<file path="src/rtl/px_write_fifo.sv">
// px_write_fifo: elastic buffer between the game FSM pixel-write port and the
// frame-buffer write port. Writes are queued in order and drained one per
// cycle while fb_ready is high; frame-buffer outputs are registered.
// Optional feature macro: PX_CLIP_EN -- when defined, writes whose address is
// >= PX_MAX are discarded at the input instead of being queued.
module px_write_fifo #(
  parameter int AW     = 19,
  parameter int DW     = 12,
  parameter int DEPTH  = 16,
  parameter int PX_MAX = 307200
) (
  input  logic                     clk,
  input  logic                     rst,
  input  logic [AW-1:0]            in_px_addr,
  input  logic [DW-1:0]            in_px_data,
  input  logic                     in_px_wr,
  output logic                     in_full,
  input  logic                     fb_ready,
  output logic [AW-1:0]            mem_px_addr,
  output logic [DW-1:0]            mem_px_data,
  output logic                     px_wr,
  output logic [$clog2(DEPTH):0]   level,
  output logic                     overflow
);

  localparam int PW = $clog2(DEPTH);
  localparam int LW = PW + 1;
  localparam int EW = AW + DW;

  localparam logic [LW-1:0] DEPTH_L  = LW'(DEPTH);
  localparam logic [AW:0]   PX_MAX_L = (AW+1)'(PX_MAX);

  // Storage: one entry holds {address, data}; contents need no reset since
  // only entries between the pointers are ever read out.
  logic [EW-1:0] mem_q [DEPTH];

  logic [PW-1:0] wr_ptr_q, wr_ptr_d;
  logic [PW-1:0] rd_ptr_q, rd_ptr_d;
  logic [LW-1:0] level_q, level_d;
  logic          overflow_q, overflow_d;
  logic          px_wr_q, px_wr_d;
  logic [AW-1:0] addr_q, addr_d;
  logic [DW-1:0] data_q, data_d;

  logic          accept;
  logic          push;
  logic          pop;
  logic          drop;
  logic [EW-1:0] head;

`ifdef PX_CLIP_EN
  // Off-screen writes never enter the queue and do not count as overflow.
  assign accept = in_px_wr && ({1'b0, in_px_addr} < PX_MAX_L);
`else
  // Every write is a candidate; the range compare exists only to keep
  // PX_MAX referenced in builds where clipping is off.
  logic unused_px_max;
  assign unused_px_max = ({1'b0, in_px_addr} < PX_MAX_L);
  assign accept        = in_px_wr;
`endif

  // Pop is decided from the registered level, so an entry pushed into an
  // empty queue cannot fall through in the same cycle. A push into a full
  // queue is still allowed when a pop frees a slot on the same edge.
  assign in_full = (level_q == DEPTH_L);
  assign pop     = fb_ready && (level_q != '0);
  assign push    = accept && (!in_full || pop);
  assign drop    = accept && !push;
  assign head    = mem_q[rd_ptr_q];

  // Next-state computation for pointers, occupancy and output registers.
  always_comb begin
    wr_ptr_d   = wr_ptr_q;
    rd_ptr_d   = rd_ptr_q;
    level_d    = level_q;
    overflow_d = overflow_q;
    px_wr_d    = 1'b0;
    addr_d     = addr_q;
    data_d     = data_q;

    if (push) begin
      wr_ptr_d = wr_ptr_q + PW'(1);
    end

    if (pop) begin
      rd_ptr_d = rd_ptr_q + PW'(1);
      px_wr_d  = 1'b1;
      addr_d   = head[EW-1:DW];
      data_d   = head[DW-1:0];
    end

    unique case ({push, pop})
      2'b10:   level_d = level_q + LW'(1);
      2'b01:   level_d = level_q - LW'(1);
      default: level_d = level_q;
    endcase

    if (drop) begin
      overflow_d = 1'b1;
    end
  end

  // Control and output registers with synchronous reset.
  always_ff @(posedge clk) begin
    if (rst) begin
      wr_ptr_q   <= '0;
      rd_ptr_q   <= '0;
      level_q    <= '0;
      overflow_q <= 1'b0;
      px_wr_q    <= 1'b0;
      addr_q     <= '0;
      data_q     <= '0;
    end else begin
      wr_ptr_q   <= wr_ptr_d;
      rd_ptr_q   <= rd_ptr_d;
      level_q    <= level_d;
      overflow_q <= overflow_d;
      px_wr_q    <= px_wr_d;
      addr_q     <= addr_d;
      data_q     <= data_d;
    end
  end

  // Storage write port; a write during reset is harmless because the
  // pointers are cleared on the same edge.
  always_ff @(posedge clk) begin
    if (push) begin
      mem_q[wr_ptr_q] <= {in_px_addr, in_px_data};
    end
  end

  assign mem_px_addr = addr_q;
  assign mem_px_data = data_q;
  assign px_wr       = px_wr_q;
  assign level       = level_q;
  assign overflow    = overflow_q;

endmodule

</file>
<file path="config.mk">
export PLATFORM = sky130hd
export DESIGN_NAME = px_write_fifo
export DESIGN_NICKNAME = d
export VERILOG_FILES = /design/src/rtl/px_write_fifo.sv
export SDC_FILE = /design/constraint.sdc
export NUM_CORES = 1
export LEC_CHECK = 0
export CAP_MARGIN = 20
export CORE_ASPECT_RATIO = 1.4
export CORE_MARGIN = 4
export CORE_UTILIZATION = 61
export CTS_CLUSTER_SIZE = 16
export DETAILED_ROUTE_END_ITERATION = 7
export GPL_ROUTABILITY_DRIVEN = 0
export HOLD_SLACK_MARGIN = 0.12
export PLACE_DENSITY = 0.87
export SLEW_MARGIN = 30
export SYNTH_ARGS = -nofsm -noshare
export SYNTH_HDL_FRONTEND = slang
export SYNTH_SLANG_ARGS = --single-unit
</file>
<file path="constraint.sdc">
create_clock -name clk -period 7.2 [get_ports clk]
set_input_delay 1.44 -clock clk [delete_from_list [all_inputs] [get_ports clk]]
set_output_delay 1.44 -clock clk [all_outputs]
set_load 0.01 [all_outputs]
</file>
---- After elaboration in Yosys (flattened, before gate mapping) ----
Memory sizes are Yosys's and may differ from the RTL's. A register that Yosys moved wholly into a read port is not among the register bits.
Index checks and enable logic that the tools add are counted.
W data, S select, Z words.
storage, ports and cells
  logic and storage cells ................. 25
  memories ................................ 1
  bits in registers ....................... 15
  memory bits (writable) .................. 496
cells by class
  add/subtract/negate cells ............... 4
  reduce and logical (&&, ||, !) cells .... 8
  equality and inequality tests ........... 3
  multiplexer cells ....................... 4
memories
  memory  words  width  read ports  clocked after Yosys merged registers in  wr ports  line  RTL
  mem_q   16     31     1           1                                        1         35    logic [EW-1:0] mem_q [DEPTH];
operators with widths
  cell                   number
  $pmux W5 S2            1
  $add A4 B1 Y4 const B  2
  $add A5 B1 Y5 const B  1
  $eq A5 B5 Y1 const B   1
  $reduce_bool A5 Y1     1
  $sub A5 B1 Y5 const B  1
  $logic_and A1 B1 Y1    3
  $mux W1                3
  $eq A2 B1 Y1 const B   1
  $eq A2 B2 Y1 const B   1
  $logic_not A1 Y1       2
  $reduce_bool A2 Y1     1
  $logic_or A1 B1 Y1     1

---- Logic depth before layout (Yosys ltp) ----
  depth in word-level cells ............... 6
  mapped depth ............................ 9

---- Worst setup path before layout ----
OpenSTA, ideal clock, no wires.
  path kind ............................... input -> register
  from .................................... input port fb_ready
  to ...................................... memory mem_q[0][0] in the netlist's numbering (enable)
  buffers on the path ..................... 1
  data required time ...................... 6.742 ns
  setup slack ............................. 2.394 ns
  library setup time ...................... 0.458 ns
  cell stages on the path ................. 4
  data arrival time ....................... 4.348 ns
  path through ............................ clkbuf_1 > o31a_1 > nand2_1 > nor3_1
between the ends
  cells in the longest elaborated chain, start to end .. 5
RTL lines
  what                           line  RTL
  start: declaration             18    input logic fb_ready,
  $logic_and A1 B1 Y1            66    assign pop = fb_ready && (level_q != '0);
  $logic_or A1 B1 Y1             67    assign push = accept && (!in_full || pop);
  $logic_and A1 B1 Y1            67
  $mux W1                        127   if (push) begin
  $mux W1 (implied by the code)  128   mem_q[wr_ptr_q] <= {in_px_addr, in_px_data};
  end: declaration               35
No other way between the ends.

---- Worst setup path after layout ----
  from .................................... register level_q[0], in the netlist level[0]
  to ...................................... output port in_full
between the ends
  cells in the longest elaborated chain, start to end .. 1
RTL lines
  what                      line  RTL
  start: declaration        39    logic [LW-1:0] level_q, level_d;
  start signal: assignment  116   level_q <= level_d;
  $eq A5 B5 Y1              65    assign in_full = (level_q == DEPTH_L);
  end: declaration          17    output logic in_full,
No other way between the ends.

==> run metrics <==
NetSw 1.86 mW; detailed-route via count 10068; Reg2Reg Depth 4; GRT Residual Overflow 0; number of max-cap violations 0; reg-to-reg setup timing slack 4040 ps; CTS tree done; EDFF count, synth 496; Synth Cell Area 20700 µm²; Logic pwr share 0.168; Leak 7.37 nW; hpwl dp 24900 µm; input/output buffers 73; CP arrival 2510 ps; die width 164 µm; area share of the largest cell type after synthesis 0.719; actual slew at the worst max-slew pin 974 ps; core box area 33400 µm²; most area-hungry cell type in the Yosys netlist edfxtp_1; Die ar. 37000 µm²; chip height 226 µm; IO Pins 74; Vias/cell 6.62; Yosys reg bits 542; FF-to-FF End mem_px_data[9]; Slowest-stage cell, CP or4_1; CP max stage delay 780 ps; period utilization 0.548; Post-Syn Instances 945; Worst Path Max Fanout 9; Final ANT Viol Nets 0; Worst Hold Class reg -> reg; Ys Warns 0; final hold violations 0; layout cell share with drive strength beyond 1 0.261; cell area after layout 23900 µm²; worst min-delay path startpoint mem_px_addr[17]; drt total wl 45700 µm; antenna diode count 0; P_int 5.68 mW; async set-reset flop share out of synthesis 0; Yosys cell types 40; area grow syn2layout 15.3%; worst skew pair latency 560 ps; most common cell in the netlist edfxtp_1; clock share of power 0.340; clock buffer depth 3; post-layout power 7.54 mW; Setup crit start kind register; register area share after synthesis 0.764; Num CTS Buffers 46; vias in the first global route 10718; cell family with most CP delay simple AND/OR/NAND/NOR gates; outcome finished clean; CP required 5760 ps; Peak Freq 253 MHz; Post-synth top cells edfxtp_1 (496), mux4_2 (124), nor2_1 (62); Rows 79; Worst setup EP type output pin; PwrDens 316 nW/µm²; hold path cells 1; first-pass GRT wire length 69300 µm; final setup vio count 0; FF-to-FF Start rd_ptr_q[1]; Primary FF master, synth edfxtp_1; Syn Area/Cell 21.9 µm²; CTS Hold Bufs 0; Initial Utilization 0.620; initial DRC count 1233; Residual DRC 0; number of buffers and inverters on the critical path 1; Synth area leaders edfxtp_1 (72%), mux4_2 (13%), dfxtp_1 (4.4%); CTS H-tree depth 2; fin crit period 3950 ps; final net count 1082; Reg power frac 0.491; Total Routing Usage GR 0.257; final setup TNS 0 ps; peak supply drop 267 µV; Worst Path Class, Setup reg -> out; Post-CTS Setup Inserts 0; RSZ-0062 raised after global routing no; Resize count post-CTS 0; Slew Limit Fails 0; initial antenna violation count 1; clk sinks 542; first drt pass iteration count 5; worst hold path endpoint mem_px_addr[17]; Slew headroom 0.351; largest net degree at the start of global routing 76; worst-path cell chain or4_1 -> nor2_1 -> clkdlybuf4s50_1; CTS Root Cell clkbuf_16; Post-DP Area 22300 µm²; Worst Skew 9.95 ps; Crit path depth 3; Synth Net Count 989; Net Sw Frac 0.246; DR WL/cell 30.1 µm; clock-pin slew on the worst setup and hold paths 70 ps
-- kinds of logic (layout without fill, tap and decap cells) --
group | count (synthesis) | in the layout | synth area share
AOI/OAI and AO/OA | 47 | 47 | 0.0221
xor gates and xnor gates | 7 | 7 | 0.00296
adders and majority gates | 9 | 9 | 0.00580
buffers and inverters | 58 | 189 | 0.0155
DFF | 542 | 542 | 0.764
muxes | 195 | 195 | 0.171
and+or+nand+nor | 87 | 87 | 0.0187
-- layer usage --
| metal | GRT usage | part of all wire |
|---|---|---|
| met5 | 0 | 0.00028 |
| met4 | 0.0983 | 0.037 |
| met3 | 0.0418 | 0.078 |
| met2 | 0.441 | 0.54 |
| met1 | 0.336 | 0.35 |
-- worst max path at each step --
| stage | startpoint | to | slack (ps) |
|---|---|---|---|
| 2_1_floorplan | fb_ready | mem_q[0][0] | 2390 |
| 3_3_place_gp | fb_ready | mem_q[0][20] | 2700 |
| 3_5_place_dp | fb_ready | mem_q[1][25] | 2570 |
| 4_1_cts | fb_ready | mem_q[1][25] | 3130 |
| 5_1_grt | fb_ready | level[4] | 3060 |
| 6_report | level[0] | in_full | 3250 |
-- placed cells by master (no fill, tap or decap), drive strengths merged, types with 3 or more instances in the layout --
cell,instances
a31oi,3
a221o,31
ha,8
xor2,5
nor2,62
mux2i,36
nor3,4
a21oi,3
buf,23
clkdlybuf4s50,73
mux4,124
inv,8
dfxtp,46
clkbuf,62
edfxtp,496
clkinv,17
mux2,35
bufinv,4
nand2,6
nand2b,6
-- power groups by stage --
stage	Combinational (mW)	Sequential, mW	Clock (mW)
after detailed placement	1.25	3.76	0
after floorplan	0.849	3.74	0
after CTS	1.28	3.70	2.59
after global routing	1.36	3.71	2.73
after global placement	1.19	3.75	0
final	1.27	3.70	2.57
-- through the flow --
stage / setup slack (ps) / cells / utilization / hold WS, ps
after floorplan: 2390 / 945 / - / 505
after global placement: 2700 / 1421 / 0.656 / 471
after detailed placement: 2570 / 1435 / 0.667 / 476
after CTS: 3130 / 1521 / 0.715 / 492
after global routing: 3060 / 1521 / 0.715 / 506
final: 3250 / 1521 / 0.715 / 486
-- sequential cells by signal, indices dropped and copies added (netlist names) --
| signal | flops |
|---|---|
| overflow | 1 |
| level | 5 |
| px_wr | 1 |
| mem_q | 496 |
| mem_px_data | 12 |
| rd_ptr_q | 4 |
| mem_px_addr | 19 |
| wr_ptr_q | 4 |
-- worst reg2reg max path, stage by stage (launching register included) --
cell and delay, ps:
dfxtp_4 950, buf_4 940, mux4_2 510, mux2_2 300
a221o_1 340
-- final cells by class --
cell class	count	area (µm²)
sequential	542	15800
tap	445	557
clock buffer	62	1350
multi-input combinational	345	4720
fill	1882	9530
inverter	7	26.3
timing repair buffer	96	1180
clock inverter	24	230
Power figures use the tool's default switching activity.
